### config.mk
export PLATFORM = sky130hd
export DESIGN_NAME = data_compare4
export DESIGN_NICKNAME = d
export VERILOG_FILES = /design/src/rtl/data_compare4_pkg.sv /design/src/rtl/data_compare4_bit_compare_cell.sv /design/src/rtl/data_compare4.sv
export SDC_FILE = /design/constraint.sdc
export NUM_CORES = 1
export LEC_CHECK = 0
export CORE_AREA = 2 2 39 41
export DETAILED_ROUTE_END_ITERATION = 7
export DIE_AREA = 0 0 41 43
export DONT_BUFFER_PORTS = 1
export GPL_ROUTABILITY_DRIVEN = 0
export MAX_ROUTING_LAYER = met4
export SLEW_MARGIN = 30
export SYNTH_ARGS = -nofsm -noshare
export SYNTH_HDL_FRONTEND = slang
export SYNTH_HIERARCHICAL = 1
export SYNTH_SLANG_ARGS = --single-unit
### constraint.sdc
create_clock -name iClk -period 1.3 [get_ports iClk]
set_clock_uncertainty 0.05 [all_clocks]
set_input_delay 0.195 -clock iClk [delete_from_list [all_inputs] [get_ports iClk]]
set_output_delay 0.195 -clock iClk [all_outputs]
set_load 0.01 [all_outputs]
### src/rtl/data_compare4_pkg.sv
// Shared result encoding for the registered magnitude comparator and its consumers.
package data_compare4_pkg;

  typedef logic [2:0] cmp_t;

  localparam cmp_t CMP_GT  = 3'b100;
  localparam cmp_t CMP_LT  = 3'b010;
  localparam cmp_t CMP_EQ  = 3'b001;
  localparam cmp_t CMP_RST = 3'b000;

endpackage

### src/rtl/data_compare4_bit_compare_cell.sv
// One bit position of the MSB-first compare chain.
module bit_compare_cell
  import data_compare4_pkg::*;
(
  input  logic i_a,
  input  logic i_b,
  input  cmp_t i_prev,
  output cmp_t o_result
);

  // A decision already made by a more-significant bit wins over this bit.
  always_comb begin
    o_result = CMP_EQ;
    if ((i_prev == CMP_GT) || (i_prev == CMP_LT)) begin
      o_result = i_prev;
    end else if (i_a && !i_b) begin
      o_result = CMP_GT;
    end else if (!i_a && i_b) begin
      o_result = CMP_LT;
    end
  end

endmodule

### src/rtl/data_compare4.sv
// Registered unsigned magnitude comparator with a lower-stage cascade input (74x85 style).
module data_compare4
  import data_compare4_pkg::*;
#(
  parameter int WIDTH = 4
) (
  input  logic             iClk,
  input  logic             iRst_n,
  input  logic [WIDTH-1:0] iData_a,
  input  logic [WIDTH-1:0] iData_b,
  input  cmp_t             iData,
  output cmp_t             oData
);

  cmp_t w_chain [WIDTH:0];
  cmp_t w_next;
  cmp_t r_data;

  assign w_chain[WIDTH] = CMP_EQ;

  genvar gi;
  generate
    for (gi = WIDTH - 1; gi >= 0; gi--) begin : g_cell
      bit_compare_cell u_cell (
        .i_a      (iData_a[gi]),
        .i_b      (iData_b[gi]),
        .i_prev   (w_chain[gi+1]),
        .o_result (w_chain[gi])
      );
    end
  endgenerate

  // Equal operands forward the lower stage verbatim, even non-one-hot codes.
  assign w_next = (w_chain[0] == CMP_EQ) ? iData : w_chain[0];

  always_ff @(posedge iClk or negedge iRst_n) begin
    if (!iRst_n) begin
      r_data <= CMP_RST;
    end else begin
      r_data <= w_next;
    end
  end

  assign oData = r_data;

endmodule

======== Yosys cells after proc, flatten, opt, wreduce, memory -nomap -nowiden ========
Index checks and enable logic that the tools add are counted.
Widths: inputs -> output; s select.
word-level totals
  register bits after elaboration ......... 3
  input bits .............................. 13
  output and inout bits ................... 3
  word-level logic and storage cells ...... 39
operators by class
  equal/unequal tests ..................... 7
  muxes and demuxes ....................... 12
  reduce and logical (&&, ||, !) cells .... 19
operators by type and width
  kind                number
  $mux 3              8
  $eq 3x2->1 const B  3
  $eq 3x3->1 const B  3
  $logic_and 1x1->1   8
  $logic_not 1->1     8
  $mux 2              4
  $eq 3x1->1 const B  1
  $logic_or 1x1->1    3

======== Longest topological paths before layout ========
Gate-level depths: netlist of run 1.
  depth in word-level cells ............... 15
  gate-level depth with buffers ........... 14
  mapped depth without buffers ............ 14

======== By module ========
The synthesis of run 1 kept the hierarchy.
modules (own cells, without submodules)
  module            instances  cells an instance  area an instance (um^2)  seq. area each (um^2)
  bit_compare_cell  4          15                 88.8                     0.0
  data_compare4     1          10                 112.6                    75.1

======== Least setup slack after synthesis of run 1 ========
OpenSTA, ideal clock, no wires.
  path kind ............................... input-to-reg
  start ................................... in iData_a[3]
  end ..................................... reg r_data[0], in the netlist oData[0]
  library setup time ...................... 0.124 ns
  data arrival time ....................... 1.927 ns
  data required time ...................... 1.126 ns
  slack ................................... -0.800 ns
  stages .................................. 12
  path buffers ............................ 0
  path through ............................ inv_1 -> ha_1 -> a21boi_1 -> inv_1 -> a21oi_1 -> o21ai_1 -> xor2_1 -> a21boi_1 -> inv_1 -> a21oi_1 -> o21ai_1 -> o31a_1
RTL lines
  element                 RTL line             source
  start: declaration      data_compare4.sv:9   input logic [WIDTH-1:0] iData_a,
  end signal: assignment  data_compare4.sv:40  r_data <= w_next;
  end: declaration        data_compare4.sv:17  cmp_t r_data;

==> results.toml, run 1 <==
[power]
switching_share = 0.3912
ir_worst_vdd_mv = 0.2675
power_frac_seq = 0.231
pwr_density_cell_mw_per_mm2 = 850.3
p_comb_frac = 0.501
power_mw = 0.6011
leakagePower_nw = 0.3698
internal-power_mw = 0.3660
power.switching_mw = 0.2351
pwr-share-clk = 0.268

[global_routing]
grt_max_degree = 6
track_usage = 0.1238
grt_pass1_wl_um = 1449
grt_overflow_total = 0
grt_antenna_before_repair = 0
first_global_vias = 421

[outcome]
status = "finished with violations"
violations = "setup timing"

[critical_path]
path_delay_family = "compound AO/OA/AOI/OAI gates"
max_stage_delay_ps = 270
criticalPathCategory = "input port to register"
cp-end-kind = "register"
crit_cells = 13
worstPathRequired_ps = 1360
crit_fanout = 5
cp_data_arrival_time_ps = 1920
path_buf_inv = 3
cp_slowest_cell = "o31a_1"
cp_cell_sequence = "inv_2, ha_4, a21oi_4, o21ai_4, xor2_1, a21boi_2, inv_2, a21oi_2, o21ai_2, inv_1, o21ai_2, nand2_1, o31a_1"
start_kind = "input port"

[hold_path]
holdCritPathClass = "input port to register"
whs_path_depth = 1

[die]
die_area_mm2 = 0.001763
core_mm2 = 0.001384
num_rows = 14
die_w_um = 41
die_h_um = 43
initial_core_util = 0.3382
ioPinCount = 16

[clock_network]
h-tree-depth = 1
cts_made_buffers = 3
clock_sinks = 3
cts_tree = "done"
max-clock-path-buffers = 2
clk_pin_slew_worst_paths_ps = 40
cts_root_buf = "clkbuf_4"

[detailed_routing]
viasPerCell = 4.486
wl_per_cell_um = 9.743
ant_nets = 0
drt-initial-drc-count = 3
post-route-drc-count = 0
dr.pass1.iters = 2
totalWireLength_um = 1023
routed-via-count = 471

[placement]
place_area_um2 = 603.1
place_ws_ps = -829.9
port_buffers = 0
placed_cells = 98
dp_hpwl_um = 740.4

[finish]
layoutNonFillerInstCount = 105
drive_gt1_frac = 0.3146
final_util = 0.5109
diodes = 0
largest_reg_flops = 3
fin_area_um2 = 706.9
area_growth_pct = 51.07
fin_nets = 111

[sta]
timing.final.ws_setup_ps = -559.6
rsz0062_at_grt = "true"
fmax_ghz = 0.5377
finalHoldViolations = 0
fin_hold_ws_ps = 62.08
slew_viol_final = 0
report.final.setup_viol = 3
finalCriticalPeriod_ps = 1860
setup_tns_ps = -1581
min_period_over_period = 1.430

[logic_synthesis]
synth_top_cell_by_area = "ha_1"
synth_seq_area_share = 0.1604
syn_area_um2 = 467.9
synth_commonest_cells = "17 x inv_1, 12 x o21ai_1, 8 x ha_1"
syn_avg_cell_area_um2 = 6.685
synth_area_leaders = "ha_1 21%, dfrtp_1 16%, inv_1 14%, o21ai_1 13%, xor2_1 7.5%"
synthDistinctLibCells = 13
synth_edf_count = 0
yosys.area.top_type_share = 0.2139
async_flop_share = 1.000
synthMostInstantiatedCell = "inv_1"
synth_ff_type = "dfrtp_1"
ys_ff_latch = 3
yosys_warnings = 6
synth_cells = 70

[flow_run]
maxCapViolCount = 0
[repair_timing]
item / 4_1_cts / 5_1_grt
gates resized for setup: 5 / 7
hold endpoints to repair: 3 / 0
pin swaps: 6 / 4
hold buffers: 1 / 0
setup buffers: 1 / 1
setup endpoints to repair: 3 / 3
[cell usage in the layout, fill, tap and decap left out, types with 4 or more instances in the layout]
master   Yosys  layout
buf_4        0       4
o21ai_2      0       5
nor2_1       4       4
ha_1         8       6
nand2_1      5       4
xor2_1       4       4
conb_1       2      12
inv_1       17      13
o21ai_1     12       8
[path summary, 6_finish.rpt]
kind                             from            endpoint  slack (ps)
max in group asynchronous      iRst_n  oData[2]$_DFF_PN0_         890
min in group asynchronous      iRst_n  oData[0]$_DFF_PN0_         170
setup / recovery           iData_b[3]  oData[0]$_DFF_PN0_        -560
hold / removal               iData[0]  oData[0]$_DFF_PN0_          60
[kinds of logic (layout without fill, tap and decap cells)]
kind of cell | Yosys count | count (layout) | share of synthesized area
AOI/OAI and AO/OA | 27 | 27 | 0.3262
buffers and inverters | 17 | 26 | 0.1364
and+or+nand+nor | 9 | 9 | 0.07219
adders and majority gates | 8 | 8 | 0.2139
xor gates and xnor gates | 4 | 4 | 0.07486
DFF | 3 | 3 | 0.1604
other | 2 | 12 | 0.01605
[per-layer routing]
metal	global-route usage	share of wire	up-vias
met2	0.2281	0.59	10
met4	0.1000	0	0
met5	-	0	-
met1	0.1013	0.36	212
met3	0.005236	0.049	0
li1	-	-	249
[area by class of cell]
type	instances	area [um2]
fill	133	676.9
multi-input combinational	60	469.2
inverter	17	76.32
sequential	3	75.07
timing repair buffer	5	40.04
clock buffer	4	26.28
tap	16	20.02
[power by group through the flow]
stage	Combinational [mW]	Clock (mW)	Sequential, mW
after global placement	0.234	0	0.140
final	0.301	0.161	0.139
after global routing	0.332	0.172	0.147
after floorplan	0.199	0	0.139
after CTS	0.264	0.170	0.139
after detailed placement	0.240	0	0.141
No activity file was read; power rests on OpenSTA's default activity.
==> inputs of run 2 (changes only) <==
--- a/config.mk
+++ b/config.mk
@@ -6,11 +6,13 @@
 export NUM_CORES = 1
 export LEC_CHECK = 0
 export CORE_AREA = 2 2 39 41
+export CTS_CLUSTER_SIZE = 20
 export DETAILED_ROUTE_END_ITERATION = 7
 export DIE_AREA = 0 0 41 43
 export DONT_BUFFER_PORTS = 1
 export GPL_ROUTABILITY_DRIVEN = 0
 export MAX_ROUTING_LAYER = met4
+export SKIP_CTS_REPAIR_TIMING = 1
 export SLEW_MARGIN = 30
 export SYNTH_ARGS = -nofsm -noshare
 export SYNTH_HDL_FRONTEND = slang
==> run 2 against run 1 <==
Net effect: the run still ends with setup timing left; die area is the same; critical path depth down 1; clock-buffer cell count unchanged; non-clock buffer count is 1 lower; clock power hardly changed; largest power group unchanged; via count grew 0.21%; final cell count down 0.95%; first-iteration DRC count up 130%.
==> results.toml, run 2 (same netlist as run 1, synthesis figures left out) <==
[detailed_routing]
routed-via-count = 472
dr.pass1.iters = 3
viasPerCell = 4.538
drt-initial-drc-count = 7
wl_per_cell_um = 9.077
totalWireLength_um = 944
ant_nets = 0
post-route-drc-count = 0

[finish]
area_growth_pct = 53.21
diodes = 0
fin_area_um2 = 716.9
drive_gt1_frac = 0.3182
largest_reg_flops = 3
layoutNonFillerInstCount = 104
fin_nets = 110
most-common-layout-cells = "12 x inv_1, 12 x conb_1, 9 x o21ai_1, 6 x ha_1"
fillCellCount = 127

[placement]
placed_cells = 98
dp_hpwl_um = 740.4
port_buffers = 0
place_area_um2 = 603.1

[clock_network]
clock_sinks = 3
cts_made_buffers = 3
h-tree-depth = 1
cts_tree = "done"
max-clock-path-buffers = 2
cts_root_buf = "clkbuf_4"
clk_pin_slew_worst_paths_ps = 40

[power]
pwr-share-clk = 0.269
switching_share = 0.3933
p_comb_frac = 0.500
ir_worst_vdd_mv = 0.2569
power_frac_seq = 0.231
power.switching_mw = 0.2365
leakagePower_nw = 0.3674
internal-power_mw = 0.3647
pwr_density_cell_mw_per_mm2 = 838.6

[sta]
finalCriticalPeriod_ps = 1852
slew_viol_final = 0
fin_hold_ws_ps = 50.31
rsz0062_at_grt = "true"
finalHoldViolations = 0
timing.final.ws_setup_ps = -552.2
min_period_over_period = 1.425
fmax_ghz = 0.5399
report.final.setup_viol = 3

[critical_path]
worstPathRequired_ps = 1360
crit_cells = 12
path_buf_inv = 2
criticalPathCategory = "input port to register"
max_stage_delay_ps = 290
start_kind = "input port"
cp_slowest_cell = "o31a_1"
crit_fanout = 5
cp_cell_sequence = "inv_12, ha_4, a21boi_4, inv_2, a21oi_4, o21ai_4, xor2_1, a21boi_2, nor2_1, o21ai_1, nand2_1, o31a_1"
cp_data_arrival_time_ps = 1910
path_delay_family = "compound AO/OA/AOI/OAI gates"
cp-end-kind = "register"

[global_routing]
track_usage = 0.1157
grt_max_degree = 6
grt_pass1_wl_um = 1373
first_global_vias = 404
grt_antenna_before_repair = 0
grt_overflow_total = 0

[outcome]
violations = "setup timing"
status = "finished with violations"

[die]
die_h_um = 43
die_area_mm2 = 0.001763
core_mm2 = 0.001384
die_w_um = 41
initial_core_util = 0.3382
ioPinCount = 16
num_rows = 14

[flow_run]
maxCapViolCount = 0

[hold_path]
holdCritPathClass = "input port to register"
whs_path_depth = 2
run 2: changes by cell type in the layout (fill, tap and decap cells not counted), sizes merged:
cell | before | now
buf | 4 | 3
run 2: power by group through the flow:
stage / combinational [mW] / clock (mW) / sequential [mW]
5_1_grt: 0.335 / 0.172 / 0.147
3_5_place_dp: 0.240 / 0 / 0.141
4_1_cts: 0.242 / 0.170 / 0.139
2_1_floorplan: 0.199 / 0 / 0.139
6_report: 0.301 / 0.162 / 0.139
3_3_place_gp: 0.234 / 0 / 0.140
run 2: metrics by stage:
stage / worst slack, ps / TNS, ps / utilization / total power [mW]
floorplan: -622.3 / -1750 / - / 0.3374
global placement: -788.2 / -2268 / 0.4358 / 0.3737
detailed placement: -829.9 / -2425 / 0.4358 / 0.3805
CTS: -595.2 / -1722 / 0.4548 / 0.5515
global route: -705.1 / -1941 / 0.5181 / 0.6544
finish: -552.2 / -1552 / 0.5181 / 0.6012
run 2: cell type report:
| class | count | area (um2) | area share |
|---|---|---|---|
| multi-input combinational | 60 | 484.2 | 0.6754 |
| tap | 16 | 20.02 | 0.02792 |
| inverter | 17 | 78.83 | 0.1099 |
| clock buffer | 4 | 26.28 | 0.03665 |
| timing repair buffer | 4 | 32.53 | 0.04538 |
| sequential | 3 | 75.07 | 0.1047 |
run 2: final timing paths:
check | start | to | slack, ps
max in group asynchronous | iRst_n | oData[2]$_DFF_PN0_ | 890
min in group asynchronous | iRst_n | oData[0]$_DFF_PN0_ | 170
worst max-delay path | iData_a[3] | oData[0]$_DFF_PN0_ | -550
worst min-delay path | iData[1] | oData[1]$_DFF_PN0_ | 50
run 2: layer usage:
metal	GRT usage	share of wire	vias up
met5	-	0	-
met4	0.1000	0	0
met3	0.005236	0.031	0
met2	0.1969	0.57	10
met1	0.1076	0.39	213
li1	-	-	249
==> inputs of run 3 (changes only) <==
--- a/config.mk
+++ b/config.mk
@@ -11,8 +11,10 @@
 export DIE_AREA = 0 0 41 43
 export DONT_BUFFER_PORTS = 1
 export GPL_ROUTABILITY_DRIVEN = 0
+export GPL_TIMING_DRIVEN = 0
 export MAX_ROUTING_LAYER = met4
 export SKIP_CTS_REPAIR_TIMING = 1
+export SKIP_LAST_GASP = 1
 export SLEW_MARGIN = 30
 export SYNTH_ARGS = -nofsm -noshare
 export SYNTH_HDL_FRONTEND = slang
==> run 3 against run 2 <==
Net effect: the flow still finishes with violations (setup timing); maximum frequency fell by 3.2%; sequential power barely moved; non-clock buffer count fell by 1; first-iteration DRC count fell by 57%; via count fell by 1.9%; final cell count fell by 0.96%; sequential share of layout area rose by 0.26 points; wire length fell by 2.0%; die area did not move; setup slack got worse by 61 ps; critical endpoint unchanged; highest routed layer is now met4.
==> results.toml, run 3 (same netlist as run 1, synthesis figures left out) <==
[global_routing]
first_global_vias = 422
grt_max_degree = 6
grt_overflow_total = 0
grt_pass1_wl_um = 1359
grt_antenna_before_repair = 0
track_usage = 0.1126

[finish]
multi_input_area_um2 = 469.2
register_area_um2 = 75.07
largest_reg_flops = 3
area_growth_pct = 49.47
diodes = 0
fin_nets = 109
drive_gt1_frac = 0.2989
most-common-layout-cells = "12 x inv_1, 12 x conb_1, 11 x o21ai_1, 6 x ha_1, 5 x nand2_1"
fillCellCount = 133

[critical_path]
criticalPathCategory = "input port to register"
cp-end-kind = "register"
cp_slowest_cell = "o31a_1"
crit_end = "oData[0]$_DFF_PN0_"
max_stage_delay_ps = 290
cp_data_arrival_time_ps = 1980
cp_cell_sequence = "inv_8, ha_4, a21oi_4, o21ai_4, inv_1, o21ai_1, nand2_1, xor2_1, a21boi_2, nor2_1, o21ai_1, nand2_1, o31a_1"
crit_fanout = 5
worstPathRequired_ps = 1360
start_kind = "input port"
startpoint = "iData_b[3]"

[die]
initial_core_util = 0.3382
core_mm2 = 0.001384
ioPinCount = 16
die_area_mm2 = 0.001763
die_h_um = 43
die_w_um = 41
num_rows = 14

[detailed_routing]
post-route-drc-count = 0
dr.pass1.iters = 2
wl_per_cell_um = 8.981
ant_nets = 0
totalWireLength_um = 925
viasPerCell = 4.495
drt-initial-drc-count = 3
routed-via-count = 463

[placement]
port_buffers = 0
dp_hpwl_um = 689.2
place_ws_ps = -864.0

[flow_run]
maxCapViolCount = 0

[sta]
slew_viol_final = 0
report.final.setup_viol = 3
rsz0062_at_grt = "true"
setup_tns_ps = -1665
min_period_over_period = 1.472
timing.final.ws_setup_ps = -613.4
fmax_ghz = 0.5226
finalHoldViolations = 0
finalCriticalPeriod_ps = 1913

[power]
switching_share = 0.3880
power_mw = 0.5808
power.switching_mw = 0.2253
pwr-share-clk = 0.277
pwr_density_cell_mw_per_mm2 = 830.4
p_comb_frac = 0.484
power_frac_seq = 0.239
ir_worst_vdd_mv = 0.2845
internal-power_mw = 0.3555
leakagePower_nw = 0.3603

[clock_network]
cts_tree = "done"
max-clock-path-buffers = 2
cts_made_buffers = 3
clock_sinks = 3
h-tree-depth = 1
cts_root_buf = "clkbuf_4"
clk_pin_slew_worst_paths_ps = 30

[outcome]
status = "finished with violations"
violations = "setup timing"

[hold_path]
holdCritPathClass = "input port to register"
[run 3: critical path, delay by kind of cell]
| kind | cells | cell delay (ps) |
|---|---|---|
| AOI/OAI and AO/OA | 6 | 1070 |
| adders and majority gates | 1 | 140 |
| and+or+nand+nor | 3 | 270 |
| buffers and inverters | 2 | 110 |
| xor gates and xnor gates | 1 | 190 |
[run 3: final cells by class]
class / instances / share of cell area
inverter: 17 / 0.1199
multi-input combinational: 60 / 0.6708
timing repair buffer: 3 / 0.03578
clock buffer: 4 / 0.03757
tap: 16 / 0.02862
sequential: 3 / 0.1073
[run 3: worst min-delay path by stage]
stage             start                 end  slack (ps)  cells past startpoint
2_1_floorplan    iRst_n  oData[0]$_DFF_PN0_        -150                      0
3_3_place_gp     iRst_n  oData[1]$_DFF_PN0_        -150                      0
3_5_place_dp     iRst_n  oData[2]$_DFF_PN0_        -150                      0
4_1_cts          iRst_n  oData[2]$_DFF_PN0_        -400                      0
5_1_grt        iData[0]  oData[0]$_DFF_PN0_          50                      1
6_report       iData[0]  oData[0]$_DFF_PN0_          50                      1
[run 3: power groups by stage]
stage          clock (mW)  sequential (mW)  combinational, mW
2_1_floorplan           0            0.139              0.199
3_3_place_gp            0            0.140              0.224
3_5_place_dp            0            0.141              0.228
4_1_cts             0.170            0.139              0.230
5_1_grt             0.172            0.147              0.313
6_report            0.161            0.139              0.281
[run 3: through the flow]
step             util  instances  area, um2  hold WS, ps
5_1_grt        0.5054        103      699.4        47.62
2_1_floorplan       -         80      568.0       -150.6
3_3_place_gp   0.4250         96      588.1       -150.5
6_report       0.5054        103      699.4        51.96
3_5_place_dp   0.4250         96      588.1       -150.5
4_1_cts        0.4439        100      614.3       -401.4
[run 3: per-layer routing]
layer | vias to the layer above | GRT usage | wire length, um
met4 | 0 | 0.1000 | 17
met1 | 203 | 0.1203 | 361
met2 | 12 | 0.1781 | 505
met5 | - | - | 0
li1 | 246 | - | -
met3 | 2 | 0 | 40
